==> src/rtl/zapper_pkg.sv <==
// Shared definitions for the Zapper light-gun shot controller:
// FSM states, default timing constants and the CR16 status-port layout.
package zapper_pkg;

    typedef enum logic [2:0] {
        IDLE,
        DEBOUNCE,
        WAIT_FRAME,
        BLACK,
        TARGET,
        REPORT,
        HOLDOFF
    } shot_state_t;

    localparam int DEBOUNCE_CYCLES_DEF = 500000;
    localparam int HIT_MIN_DEF         = 16;
    localparam int FRAME_TIMEOUT_DEF   = 2000000;

    // Bit positions of the status word read by the CR16 I/O decode.
    localparam int IO_VALID_BIT  = 0;
    localparam int IO_HIT_BIT    = 1;
    localparam int IO_BUSY_BIT   = 2;
    localparam int IO_COUNT_LSB  = 8;
    localparam int IO_COUNT_MSB  = 15;

    function automatic logic [15:0] io_status_word(
        input logic       valid,
        input logic       hit,
        input logic       busy,
        input logic [7:0] count
    );
        logic [15:0] word;
        word                             = '0;
        word[IO_VALID_BIT]               = valid;
        word[IO_HIT_BIT]                 = hit;
        word[IO_BUSY_BIT]                = busy;
        word[IO_COUNT_MSB:IO_COUNT_LSB]  = count;
        return word;
    endfunction

endpackage

==> src/rtl/zapper_shot_ctrl_sync2.sv <==
// Two-flop synchronizer bringing an asynchronous Zapper pin into the clk domain.
module sync2 (
    input  logic clk,
    input  logic reset,
    input  logic d,
    output logic q
);

    logic meta_q;
    logic sync_q;

    always_ff @(posedge clk) begin
        if (reset) begin
            meta_q <= 1'b0;
            sync_q <= 1'b0;
        end else begin
            meta_q <= d;
            sync_q <= meta_q;
        end
    end

    assign q = sync_q;

endmodule

==> src/rtl/zapper_shot_ctrl.sv <==
// Light-gun shot sequencer: debounces the trigger, flashes a black then a target
// frame, qualifies the photodiode and posts a hit/miss result for the CR16.
module zapper_shot_ctrl
    import zapper_pkg::*;
#(
    parameter int DEBOUNCE_CYCLES = DEBOUNCE_CYCLES_DEF,
    parameter int HIT_MIN         = HIT_MIN_DEF,
    parameter int FRAME_TIMEOUT   = FRAME_TIMEOUT_DEF
) (
    input  logic       clk,
    input  logic       reset,
    input  logic       trigger,
    input  logic       detect,
    input  logic       vsync_pulse,
    input  logic       result_ack,
    output logic       flash_black,
    output logic       flash_target,
    output logic       busy,
    output logic       result_valid,
    output logic       hit,
    output logic [7:0] shot_count
);

    localparam int DW = $clog2(DEBOUNCE_CYCLES + 1);
    localparam int HW = $clog2(HIT_MIN + 1);
    localparam int TW = $clog2(FRAME_TIMEOUT + 1);

    localparam logic [DW-1:0] DEB_LAST = DW'(DEBOUNCE_CYCLES - 1);
    localparam logic [HW-1:0] HIT_SAT  = HW'(HIT_MIN);
    localparam logic [TW-1:0] TO_LAST  = TW'(FRAME_TIMEOUT - 1);

    logic trig_s;
    logic det_s;

    sync2 u_sync_trig (.clk(clk), .reset(reset), .d(trigger), .q(trig_s));
    sync2 u_sync_det  (.clk(clk), .reset(reset), .d(detect),  .q(det_s));

    shot_state_t   state_q, state_d;
    logic [DW-1:0] deb_cnt_q, deb_cnt_d;
    logic [TW-1:0] to_cnt_q, to_cnt_d;
    logic [HW-1:0] det_cnt_q, det_cnt_d;
    logic          cheat_q, cheat_d;
    logic          timed_out_q, timed_out_d;
    logic          flash_black_q, flash_black_d;
    logic          flash_target_q, flash_target_d;
    logic          busy_q, busy_d;
    logic          result_valid_q, result_valid_d;
    logic          hit_q, hit_d;
    logic [7:0]    shot_count_q, shot_count_d;

    always_comb begin
        state_d        = state_q;
        deb_cnt_d      = deb_cnt_q;
        to_cnt_d       = to_cnt_q;
        det_cnt_d      = det_cnt_q;
        cheat_d        = cheat_q;
        timed_out_d    = timed_out_q;
        hit_d          = hit_q;
        shot_count_d   = shot_count_q;
        result_valid_d = result_valid_q;

        if (result_ack) begin
            result_valid_d = 1'b0;
        end

        case (state_q)
            IDLE: begin
                deb_cnt_d = '0;
                if (trig_s) begin
                    state_d   = DEBOUNCE;
                    deb_cnt_d = DW'(1);
                end
            end
            DEBOUNCE: begin
                if (!trig_s) begin
                    state_d   = IDLE;
                    deb_cnt_d = '0;
                end else if (deb_cnt_q >= DEB_LAST) begin
                    state_d   = WAIT_FRAME;
                    deb_cnt_d = '0;
                end else begin
                    deb_cnt_d = deb_cnt_q + DW'(1);
                end
            end
            WAIT_FRAME: begin
                if (vsync_pulse) begin
                    state_d   = BLACK;
                    cheat_d   = 1'b0;
                    det_cnt_d = '0;
                end
            end
            BLACK: begin
                cheat_d = cheat_q | det_s;
                if (vsync_pulse) begin
                    state_d = TARGET;
                end
            end
            TARGET: begin
                if (det_s && (det_cnt_q < HIT_SAT)) begin
                    det_cnt_d = det_cnt_q + HW'(1);
                end
                if (vsync_pulse) begin
                    state_d = REPORT;
                end
            end
            REPORT: begin
                // A report here always wins over a coincident acknowledge.
                hit_d          = !timed_out_q && !cheat_q && (det_cnt_q >= HIT_SAT);
                result_valid_d = 1'b1;
                shot_count_d   = shot_count_q + 8'd1;
                timed_out_d    = 1'b0;
                state_d        = HOLDOFF;
            end
            HOLDOFF: begin
                if (!trig_s) begin
                    state_d = IDLE;
                end
            end
            default: begin
                state_d = IDLE;
            end
        endcase

        // Missing frames abort the shot as a miss rather than hanging the game.
        if (state_q inside {WAIT_FRAME, BLACK, TARGET}) begin
            if (vsync_pulse) begin
                to_cnt_d = '0;
            end else if (to_cnt_q >= TO_LAST) begin
                to_cnt_d    = '0;
                timed_out_d = 1'b1;
                state_d     = REPORT;
            end else begin
                to_cnt_d = to_cnt_q + TW'(1);
            end
        end else begin
            to_cnt_d = '0;
        end

        flash_black_d  = (state_d == BLACK);
        flash_target_d = (state_d == TARGET);
        busy_d         = !(state_d inside {IDLE, HOLDOFF});
    end

    always_ff @(posedge clk) begin
        if (reset) begin
            state_q        <= IDLE;
            deb_cnt_q      <= '0;
            to_cnt_q       <= '0;
            det_cnt_q      <= '0;
            cheat_q        <= 1'b0;
            timed_out_q    <= 1'b0;
            flash_black_q  <= 1'b0;
            flash_target_q <= 1'b0;
            busy_q         <= 1'b0;
            result_valid_q <= 1'b0;
            hit_q          <= 1'b0;
            shot_count_q   <= 8'd0;
        end else begin
            state_q        <= state_d;
            deb_cnt_q      <= deb_cnt_d;
            to_cnt_q       <= to_cnt_d;
            det_cnt_q      <= det_cnt_d;
            cheat_q        <= cheat_d;
            timed_out_q    <= timed_out_d;
            flash_black_q  <= flash_black_d;
            flash_target_q <= flash_target_d;
            busy_q         <= busy_d;
            result_valid_q <= result_valid_d;
            hit_q          <= hit_d;
            shot_count_q   <= shot_count_d;
        end
    end

    assign flash_black  = flash_black_q;
    assign flash_target = flash_target_q;
    assign busy         = busy_q;
    assign result_valid = result_valid_q;
    assign hit          = hit_q;
    assign shot_count   = shot_count_q;

endmodule

==> config.mk <==
export PLATFORM = sky130hd
export DESIGN_NAME = zapper_shot_ctrl
export DESIGN_NICKNAME = d
export VERILOG_FILES = /design/src/rtl/zapper_pkg.sv /design/src/rtl/zapper_shot_ctrl_sync2.sv /design/src/rtl/zapper_shot_ctrl.sv
export SDC_FILE = /design/constraint.sdc
export NUM_CORES = 1
export LEC_CHECK = 0
export ABC_CLOCK_PERIOD_IN_PS = 1810
export BUFFER_PORTS_ARGS = -buffer_cell sky130_fd_sc_hd__buf_2
export CAP_MARGIN = 20
export CORE_ASPECT_RATIO = 1.25
export CORE_UTILIZATION = 54
export DETAILED_ROUTE_END_ITERATION = 8
export PLACE_DENSITY = 0.75
export RECOVER_POWER = 50
export SLEW_MARGIN = 0
export SYNTH_ARGS = -nofsm -noshare
export SYNTH_HDL_FRONTEND = slang
export SYNTH_SLANG_ARGS = --single-unit
==> constraint.sdc <==
create_clock -name clk -period 1.81 [get_ports clk]
set_input_delay 0.181 -clock clk [delete_from_list [all_inputs] [get_ports clk]]
set_output_delay 0.181 -clock clk [all_outputs]
set_load 0.02 [all_outputs]
==> flow_summary_export.csv, run 1 <==
group,metric,value,unit
cells_and_area,fillers,456,
worst_setup_path,worst_path_largest_cell_delay,0.32,ns
global_route,grt_usage,23.5,%
pwr,fin_total_pwr,2.72,mW
route,vias_per_cell,5.69,
synthesis,synthTopCellsByArea,"dfxtp_1 43%, nor2_1 6.6%, xor2_1 4.8%",
route,drt_first_pass_iters,4,
sta,period_needed,1.73,ns
synthesis,synth_seq_cells,67,
worst_setup_path,endpoint_kind,"flop",
route,wl,6570,um
cells_and_area,fin_util,66.8,%
global_route,first_global_vias,2611,
pwr,switching_share,20.3,%
cells_and_area,regArea,1340,um^2
worst_setup_path,path_buf_inv,1,
cells_and_area,diodes,0,
cts,cts_buffers,9,
pwr,p_int,2.17,mW
pwr,leakagePower,1.37,nW
cells_and_area,finalNetCount,429,
synthesis,synth-edff-count,0,
sta,worstMarginPinSlew,0.538,ns
cells_and_area,drive_gt1_share,14.4,%
sta,finalClockSkew,0.00625,ns
global_route,grt_pass1_wl,11400,um
synthesis,synthArstFlopShare,0,%
sta,tns,0,ns
worst_setup_path,start_kind,"flop",
floorplan,die-area,6110,um^2
placement,dp_hpwl,4770,um
cts,cts_tree,"done",
worst_setup_path,critPathKind,"flop to flop",
synthesis,yosysMostFrequentCell,"dfxtp_1",
worst_setup_path,cp.required,2.08,ns
pwr,p_clk_share,43.7,%
synthesis,ys_warn_count,0,
sta,drv_slew,0,
run_status,outcome,"completed",
route,drcViolationCount,0,
synthesis,synth_area_leader_cell,"dfxtp_1",
floorplan,core,5520,um^2
sta,finalSetupViolCount,0,
pwr,peakVddDrop,0.548,mV
synthesis,synth_cell_type_count,49,
synthesis,synth_common_cells,"67 x dfxtp_1, 55 x nor2_1, 26 x nand2_1",
synthesis,ys_seq_area_share,42.8,%
min_path,hp-class,"primary input to flop",
global_route,antenna_found_initial,0,
route,avgRoutedWirePerCell,13.5,um
cts,cts-root-buf,"clkbuf_8",
cells_and_area,syn_to_final_growth,17.8,%
floorplan,die_h,87.1,um
cts,clk_pin_slew,0.07,ns
route,num_vias,2775,
sta,hold_viol_final,0,
route,ant_nets,0,
worst_setup_path,cp_slowest_cell,"dfxtp_1",
synthesis,synth_ff_type,"dfxtp_1",
route,drt_iter0_markers,94,
placement,portBuffers,18,
synthesis,syn_inst,370,
cts,insertion_delay,0.34,ns
pwr,p_comb_share,1.8,%
worst_setup_path,crit_family,"compound AO/OA/AOI/OAI gates",
placement,place.gp.congestion,0.863,
synthesis,syn_area,3130,um^2
worst_setup_path,worst_ep_arrival_time,1.99,ns
pwr,p_switching,552,uW
floorplan,die_x,70.1,um
pwr,power-per-cell-area,738,nW/um^2
sta,period_share,95.4,%
global_route,gr-total-overflow,0,
sta,slew_headroom,64.1,%
worst_setup_path,crit_fanout,10,
cts,hold_buffers,0,
global_route,grt_max_degree,22,
job,drv_cap,0,
cts,cts.sinks,67,
worst_setup_path,cp_cell_sequence,"ha_1 > a21oi_1 > o2111ai_1 > a211oi_2 > buf_4 > or2b_1 > a31oi_1",
cts,clock_path_buffers,2,
floorplan,io_pins,19,
sta,max_freq,0.579,GHz
floorplan,rows,30,
floorplan,start_util,56.8,%
synthesis,syn_avg_cell_area,8.46,um^2
synthesis,synth_nets,380,
cts,htreeDepth,3,
cells_and_area,multi_input_area,1670,um^2
pwr,seqPwrFrac,54.5,%
synthesis,yosys.area.top_type_share,42.8,%
sta,grt_setup_unrepaired,"true",
[cells in the final DEF (no fill, tap or decap), types with 2 or more instances in the layout]
cell type,netlist,final
a211oi_1,2,2
a21o_1,2,2
a21oi_1,18,18
a22o_1,4,4
a31oi_1,14,14
a41oi_1,5,5
and2_1,2,2
and3_1,5,5
and4_1,4,4
buf_2,5,5
buf_4,0,34
clkbuf_1,10,19
clkbuf_8,0,10
dfxtp_1,67,67
ha_1,4,4
inv_1,12,12
nand2_1,26,26
nand2b_1,5,5
nand3_1,21,21
nand3b_1,4,4
nand4_1,17,17
nor2_1,55,54
nor2b_1,6,6
nor3_1,3,3
nor4_1,4,3
o211ai_1,2,2
o21ai_0,13,13
o21ai_1,2,2
o2bb2ai_1,2,2
o31ai_1,2,2
or2b_1,3,3
xnor2_1,13,13
xor2_1,17,17
[power by group through the flow]
| stage | Sequential (mW) | Combinational [mW] | Clock, mW |
|---|---|---|---|
| 2_1_floorplan | 1.52 | 0.0307 | 0 |
| 3_3_place_gp | 1.52 | 0.0484 | 0 |
| 3_5_place_dp | 1.52 | 0.0490 | 0 |
| 4_1_cts | 1.48 | 0.0493 | 1.23 |
| 5_1_grt | 1.48 | 0.0543 | 1.28 |
| 6_report | 1.48 | 0.0490 | 1.19 |
[final timing paths]
kind / cells after the start / endpoint / slack (ns) / start
hold reg to reg: 1 / u_sync_trig.q$_SDFF_PP0_ / 0.44 / u_sync_trig.meta_q$_SDFF_PP0_
hold / removal: 2 / u_sync_det.meta_q$_SDFF_PP0_ / 0.06 / detect
setup / recovery: 7 / deb_cnt_q[14]$_SDFFE_PP0P_ / 0.08 / deb_cnt_q[0]$_SDFFE_PP0P_
setup reg to reg: 7 / deb_cnt_q[14]$_SDFFE_PP0P_ / 0.08 / deb_cnt_q[0]$_SDFFE_PP0P_
[registers in the layout, indices dropped and copies added, names as in the netlist, 3 cells and up]
register    cells
to_cnt_q       21
state_q         3
det_cnt_q       5
deb_cnt_q      19
shot_count      8
[metal layers]
metal	share of wire [%]	track usage, %	routed length (um)	vias to the layer above
met5	0	0	0	-
met1	43	25.7	2860	1308
li1	-	-	-	1423
met2	53	43.1	3450	37
met3	2.6	5.09	169	7
met4	1.4	11.5	91	0
[cell type report]
cell class | count | share of cell area (%)
Multi-Input combinational cell | 272 | 45.1
Sequential cell | 67 | 36.4
Timing Repair Buffer | 57 | 10.0
Clock buffer | 14 | 4.14
Tap cell | 64 | 2.17
Inverter | 12 | 1.22
Clock inverter | 2 | 0.950
[stage by stage]
step | hold slack [ns] | instance area [um^2] | cells | worst slack, ns
6_report | 0.0559 | 3690 | 488 | 0.0836
5_1_grt | 0.0894 | 3690 | 488 | -0.0572
4_1_cts | 0.0395 | 3670 | 486 | 0.0389
3_5_place_dp | 0.400 | 3480 | 470 | 0.0575
3_3_place_gp | 0.397 | 3480 | 470 | 0.0689
2_1_floorplan | 0.309 | 3130 | 370 | 0.0552
[what timing repair did]
action	CTS	global route
endpoints found under the setup margin	0	32
setup buffers	0	2
hold endpoints to repair	0	0
resized for setup	0	5
[cell families (layout without fill, tap and decap cells)]
family / count (synthesis) / count (layout) / synth area share [%]
AOI/OAI and AO/OA: 76 / 76 / 16.1
xor gates and xnor gates: 30 / 30 / 8.39
adders and majority gates: 4 / 4 / 1.60
buffers and inverters: 31 / 85 / 4.87
DFF: 67 / 67 / 42.8
muxes: 1 / 1 / 0.320
and+or+nand+nor: 161 / 161 / 25.8
Power figures use the tool's default switching activity.
==> run 2: changes to the inputs <==
--- a/config.mk
+++ b/config.mk
@@ -11,7 +11,7 @@
 export CORE_ASPECT_RATIO = 1.25
 export CORE_UTILIZATION = 54
 export DETAILED_ROUTE_END_ITERATION = 8
-export PLACE_DENSITY = 0.75
+export PLACE_DENSITY = 0.82
 export RECOVER_POWER = 50
 export SLEW_MARGIN = 0
 export SYNTH_ARGS = -nofsm -noshare
==> run 2 against run 1 <==
Against the previous run: cell area is 1.4% higher; total power fell by 2.2%; fmax decreased by 3.3%; sequential power is essentially flat; largest power group unchanged; highest routed layer unchanged.
==> flow_summary_export.csv, run 2 (same netlist as run 1, synthesis figures left out) <==
group,metric,value,unit
worst_setup_path,rr_endpoint,"deb_cnt_q[13]$_SDFFE_PP0P_",
sta,hold_viol_final,0,
global_route,grt_usage,24.0,%
worst_setup_path,start_kind,"flop",
route,drcViolationCount,0,
global_route,gr-total-overflow,0,
cells_and_area,finalNetCount,434,
placement,dp_hpwl,4760,um
cts,insertion_delay,0.35,ns
sta,worstMarginPinSlew,0.566,ns
pwr,fin_total_pwr,2.66,mW
job,drv_cap,0,
cells_and_area,regArea,1350,um^2
cts,cts_tree,"done",
cts,cts-root-buf,"clkbuf_8",
route,wl_met3,277,um
cells_and_area,fillers,455,
global_route,first_global_vias,2700,
sta,period_share,98.6,%
placement,portBuffers,18,
global_route,grt_max_degree,22,
route,wl,7060,um
sta,slew_headroom,62.1,%
cts,clk_pin_slew,0.07,ns
worst_setup_path,reg2reg_depth,6,
worst_setup_path,crit_fanout,13,
cells_and_area,diodes,0,
floorplan,die-area,6110,um^2
min_path,min_from,"detect",
min_path,timing.hold.worst_path_depth,2,
floorplan,die_h,87.1,um
worst_setup_path,cp.required,2.09,ns
min_path,hold_end,"u_sync_det.meta_q$_SDFF_PP0_",
cells_and_area,final_cells,492,
sta,drv_slew,0,
placement,dp_slack,0.0120,ns
floorplan,die_x,70.1,um
route,num_vias,2900,
sta,finalSetupViolCount,0,
floorplan,core,5520,um^2
route,vias_per_cell,5.89,
sta,timing.final.ws_setup,0.0250,ns
cells_and_area,multi_input_area,1670,um^2
sta,finalClockSkew,0.0101,ns
route,ant_nets,0,
route,met1_length,2910,um
sta,period_needed,1.78,ns
cells_and_area,regMostFlops,"to_cnt_q",
sta,grt_setup_unrepaired,"true",
cells_and_area,final_common_cell,"dfxtp_1",
route,route.met2.wl,3660,um
worst_setup_path,endpoint_kind,"flop",
cts,htreeDepth,3,
cells_and_area,drive_gt1_share,17.3,%
min_path,hp-class,"primary input to flop",
cells_and_area,syn_to_final_growth,19.4,%
placement,place_inst,470,
pwr,power-per-cell-area,713,nW/um^2
route,drt_first_pass_iters,5,
worst_setup_path,worst_ep_arrival_time,2.07,ns
worst_setup_path,rrSetupSlack,0.03,ns
floorplan,start_util,56.8,%
sta,max_freq,0.560,GHz
route,drt_iter0_markers,163,
pwr,leakagePower,1.40,nW
cts,cts.sinks,67,
worst_setup_path,critPathKind,"flop to flop",
cells_and_area,final_cell_mix,"64 x dfxtp_1, 55 x nor2_1, 41 x buf_4",
route,avgRoutedWirePerCell,14.3,um
worst_setup_path,r2r_start,"deb_cnt_q[10]$_SDFFE_PP0P_",
floorplan,io_pins,19,
cells_and_area,largest_reg_flops,21,
route,top_layer_used,"met4",
floorplan,rows,30,
global_route,grt_pass1_wl,11600,um
placement,place.gp.congestion,0.858,
cts,cts_buffers,9,
run_status,outcome,"completed",
cts,clock_path_buffers,2,
pwr,peakVddDrop,0.531,mV
global_route,antenna_found_initial,0,
[run 2: cell type report]
| cell class | count | area share (%) |
|---|---|---|
| clock buffers | 13 | 4.52 |
| flip-flops and latches | 67 | 36.0 |
| well taps | 64 | 2.14 |
| repair buffers | 62 | 11.2 |
| multi-input cells | 272 | 44.7 |
| clock inverters | 2 | 0.268 |
| inverters | 12 | 1.20 |
[run 2: how the worst max path moves through the flow]
stage                                    start                    endpoint  slack [ns]  cells past startpoint
CTS                 deb_cnt_q[10]$_SDFFE_PP0P_  deb_cnt_q[15]$_SDFFE_PP0P_       0.004                      6
finish              deb_cnt_q[10]$_SDFFE_PP0P_  deb_cnt_q[13]$_SDFFE_PP0P_        0.03                      6
global route        deb_cnt_q[10]$_SDFFE_PP0P_  deb_cnt_q[15]$_SDFFE_PP0P_        -0.1                      6
floorplan            deb_cnt_q[0]$_SDFFE_PP0P_  deb_cnt_q[16]$_SDFFE_PP0P_        0.06                      6
detailed placement  deb_cnt_q[10]$_SDFFE_PP0P_  deb_cnt_q[13]$_SDFFE_PP0P_        0.01                      6
global placement     deb_cnt_q[0]$_SDFFE_PP0P_  deb_cnt_q[13]$_SDFFE_PP0P_        0.07                      7
[run 2: timing repair]
item | CTS | global route
setup buffers | 0 | 7
pin swaps | 0 | 2
hold buffers | 0 | 0
gates resized for setup | 2 | 8
setup endpoints to repair | 3 | 28
[run 2: stage by stage]
step	instance area (um^2)	setup TNS [ns]	hold WS [ns]	utilization, %
3_5_place_dp	3480	0	0.399	63.2
2_1_floorplan	3130	0	0.309	-
3_3_place_gp	3480	0	0.396	63.2
5_1_grt	3740	-0.550	0.0498	67.8
6_report	3740	0	0.0446	67.8
4_1_cts	3670	0	0.0352	66.6
[run 2: layer usage]
layer  up-vias  global-route usage [%]
met5         -                       0
met4         0                    16.2
met3        26                    5.79
met2        81                    41.4
met1      1364                    26.0
li1       1429                       -
[run 2: power by group]
part	internal, mW	switching [mW]
sequential	1.48	0.00240
combinational	0.0179	0.0322
clock	0.598	0.534
[run 2: critical path, cell delays in order (launching register included)]
cell and delay [ns]:
dfxtp_2 0.35, nor4_4 0.32, o2111ai_2 0.19, a211oi_2 0.26
buf_6 0.19, or2b_1 0.25, a31oi_1 0.15
==> run 3: changes to the inputs <==
--- a/config.mk
+++ b/config.mk
@@ -6,7 +6,7 @@
 export NUM_CORES = 1
 export LEC_CHECK = 0
 export ABC_CLOCK_PERIOD_IN_PS = 1810
-export BUFFER_PORTS_ARGS = -buffer_cell sky130_fd_sc_hd__buf_2
+export BUFFER_PORTS_ARGS = -buffer_cell sky130_fd_sc_hd__buf_4
 export CAP_MARGIN = 20
 export CORE_ASPECT_RATIO = 1.25
 export CORE_UTILIZATION = 54
==> run 3 against run 2 <==
Against the previous run: register-to-register slack improved by 0.06 ns; combinational power rose by 0.8%; sequential share of layout area is 0.50 points higher; critical path depth rose by 1; utilization fell by 0.61 points; die area did not move; global-route usage fell by 1.3 points; hold slack worse by 0.0040 ns; final cell count shrank 1.2%; highest routed layer unchanged.
==> flow_summary_export.csv, run 3 (same netlist as run 1, synthesis figures left out) <==
group,metric,value,unit
run_status,outcome,"completed",
cells_and_area,diodes,0,
placement,dp_hpwl,4630,um
cts,htreeDepth,3,
route,num_vias,2793,
cells_and_area,final_cell_mix,"59 x dfxtp_1, 55 x nor2_1, 35 x buf_4",
worst_setup_path,start_kind,"flop",
floorplan,io_pins,19,
cts,insertion_delay,0.35,ns
placement,placed_cell_area,3490,um^2
sta,max_freq,0.579,GHz
cts,clock_path_buffers,2,
cells_and_area,drive_gt1_share,17.3,%
cells_and_area,fin_util,67.1,%
worst_setup_path,reg2reg_depth,7,
pwr,peakVddDrop,0.519,mV
worst_setup_path,crit_fanout,7,
floorplan,die_x,70.1,um
sta,finalClockSkew,0.00672,ns
route,ant_nets,0,
sta,grt_setup_unrepaired,"true",
floorplan,die-area,6110,um^2
placement,portBuffers,18,
min_path,hp-class,"primary input to flop",
global_route,first_global_vias,2596,
route,wl,6770,um
pwr,leakagePower,1.33,nW
global_route,grt_pass1_wl,11100,um
cts,cts.sinks,67,
floorplan,die_h,87.1,um
sta,worstMarginPinSlew,0.500,ns
route,drt_first_pass_iters,4,
worst_setup_path,endpoint_kind,"flop",
pwr,power-per-cell-area,716,nW/um^2
route,vias_per_cell,5.75,
worst_setup_path,worst_ep_arrival_time,2.00,ns
cts,cts_tree,"done",
floorplan,start_util,56.8,%
route,drt_iter0_markers,204,
route,drcViolationCount,0,
cells_and_area,regMostFlops,"to_cnt_q",
cells_and_area,finalNetCount,427,
min_path,timing.hold.worst_path_depth,2,
placement,place_inst,465,
global_route,grt_usage,22.7,%
global_route,gr-total-overflow,0,
sta,finalSetupViolCount,0,
sta,slew_headroom,66.5,%
worst_setup_path,critPathKind,"flop to flop",
worst_setup_path,cp.required,2.08,ns
placement,dp_slack,-0.0495,ns
sta,timing.final.ws_setup,0.0837,ns
pwr,fin_total_pwr,2.65,mW
sta,drv_slew,0,
cells_and_area,final_common_cell,"dfxtp_1",
cts,clk_pin_slew,0.08,ns
job,drv_cap,0,
global_route,antenna_found_initial,0,
sta,period_needed,1.73,ns
sta,hold_viol_final,0,
cells_and_area,largest_reg_flops,21,
sta,period_share,95.4,%
cells_and_area,syn_to_final_growth,18.3,%
sta,hold_slack,0.0405,ns
cells_and_area,final_cells,486,
route,avgRoutedWirePerCell,13.9,um
floorplan,rows,30,
cts,cts_buffers,9,
cts,cts-root-buf,"clkbuf_8",
placement,place.gp.congestion,0.863,
cells_and_area,final_area,3700,um^2
floorplan,core,5520,um^2
global_route,grt_max_degree,27,
sta,tns,0,ns
## run 3: area by class of cell
type | instances | area [um^2]
tap | 64 | 80.1
multi-input combinational | 272 | 1680
inverter | 12 | 45.0
clock buffer | 10 | 138
timing repair buffer | 55 | 370
clock inverter | 6 | 41.3
fill | 445 | 1810
sequential | 67 | 1350
## run 3: repair_timing
action	CTS	global route
setup buffers	0	4
gates cloned	0	1
hold buffers	0	0
pin swaps	1	7
resized for setup	1	18
endpoints found under the setup margin	5	19
## run 3: power breakdown
group / leakage (nW) / total [mW] / internal, mW / switching (mW)
registers: 0.545 / 1.48 / 1.48 / 0.00241
logic: 0.703 / 0.0505 / 0.0194 / 0.0311
clock network: 0.0843 / 1.12 / 0.530 / 0.589
total: 1.33 / 2.65 / 2.03 / 0.622
## run 3: path summary, 6_finish.rpt
path / from / endpoint / slack [ns]
worst max-delay path: deb_cnt_q[6]$_SDFFE_PP0P_ / deb_cnt_q[14]$_SDFFE_PP0P_ / 0.08
worst min-delay path: trigger / u_sync_trig.meta_q$_SDFF_PP0_ / 0.04
worst max register to register: deb_cnt_q[6]$_SDFFE_PP0P_ / deb_cnt_q[14]$_SDFFE_PP0P_ / 0.08
worst min register to register: u_sync_det.meta_q$_SDFF_PP0_ / u_sync_det.q$_SDFF_PP0_ / 0.44
## run 3: worst max-delay path, stage by stage (launching register included)
cell       delay, ns
dfxtp_2         0.33
o31ai_2         0.27
o2111ai_2       0.18
a211oi_2        0.24
buf_4           0.16
buf_6           0.12
or2b_1          0.22
a31oi_1         0.13
## run 3: metal layers
layer / share of wire [%] / track usage, % / routed length, um / up-vias
li1: - / - / - / 1419
met1: 44 / 25.6 / 2970 / 1310
met2: 51 / 41.1 / 3420 / 47
met3: 3.5 / 4.05 / 237 / 17
met4: 2.0 / 11.1 / 136 / 0
met5: 0 / 0 / 0 / -
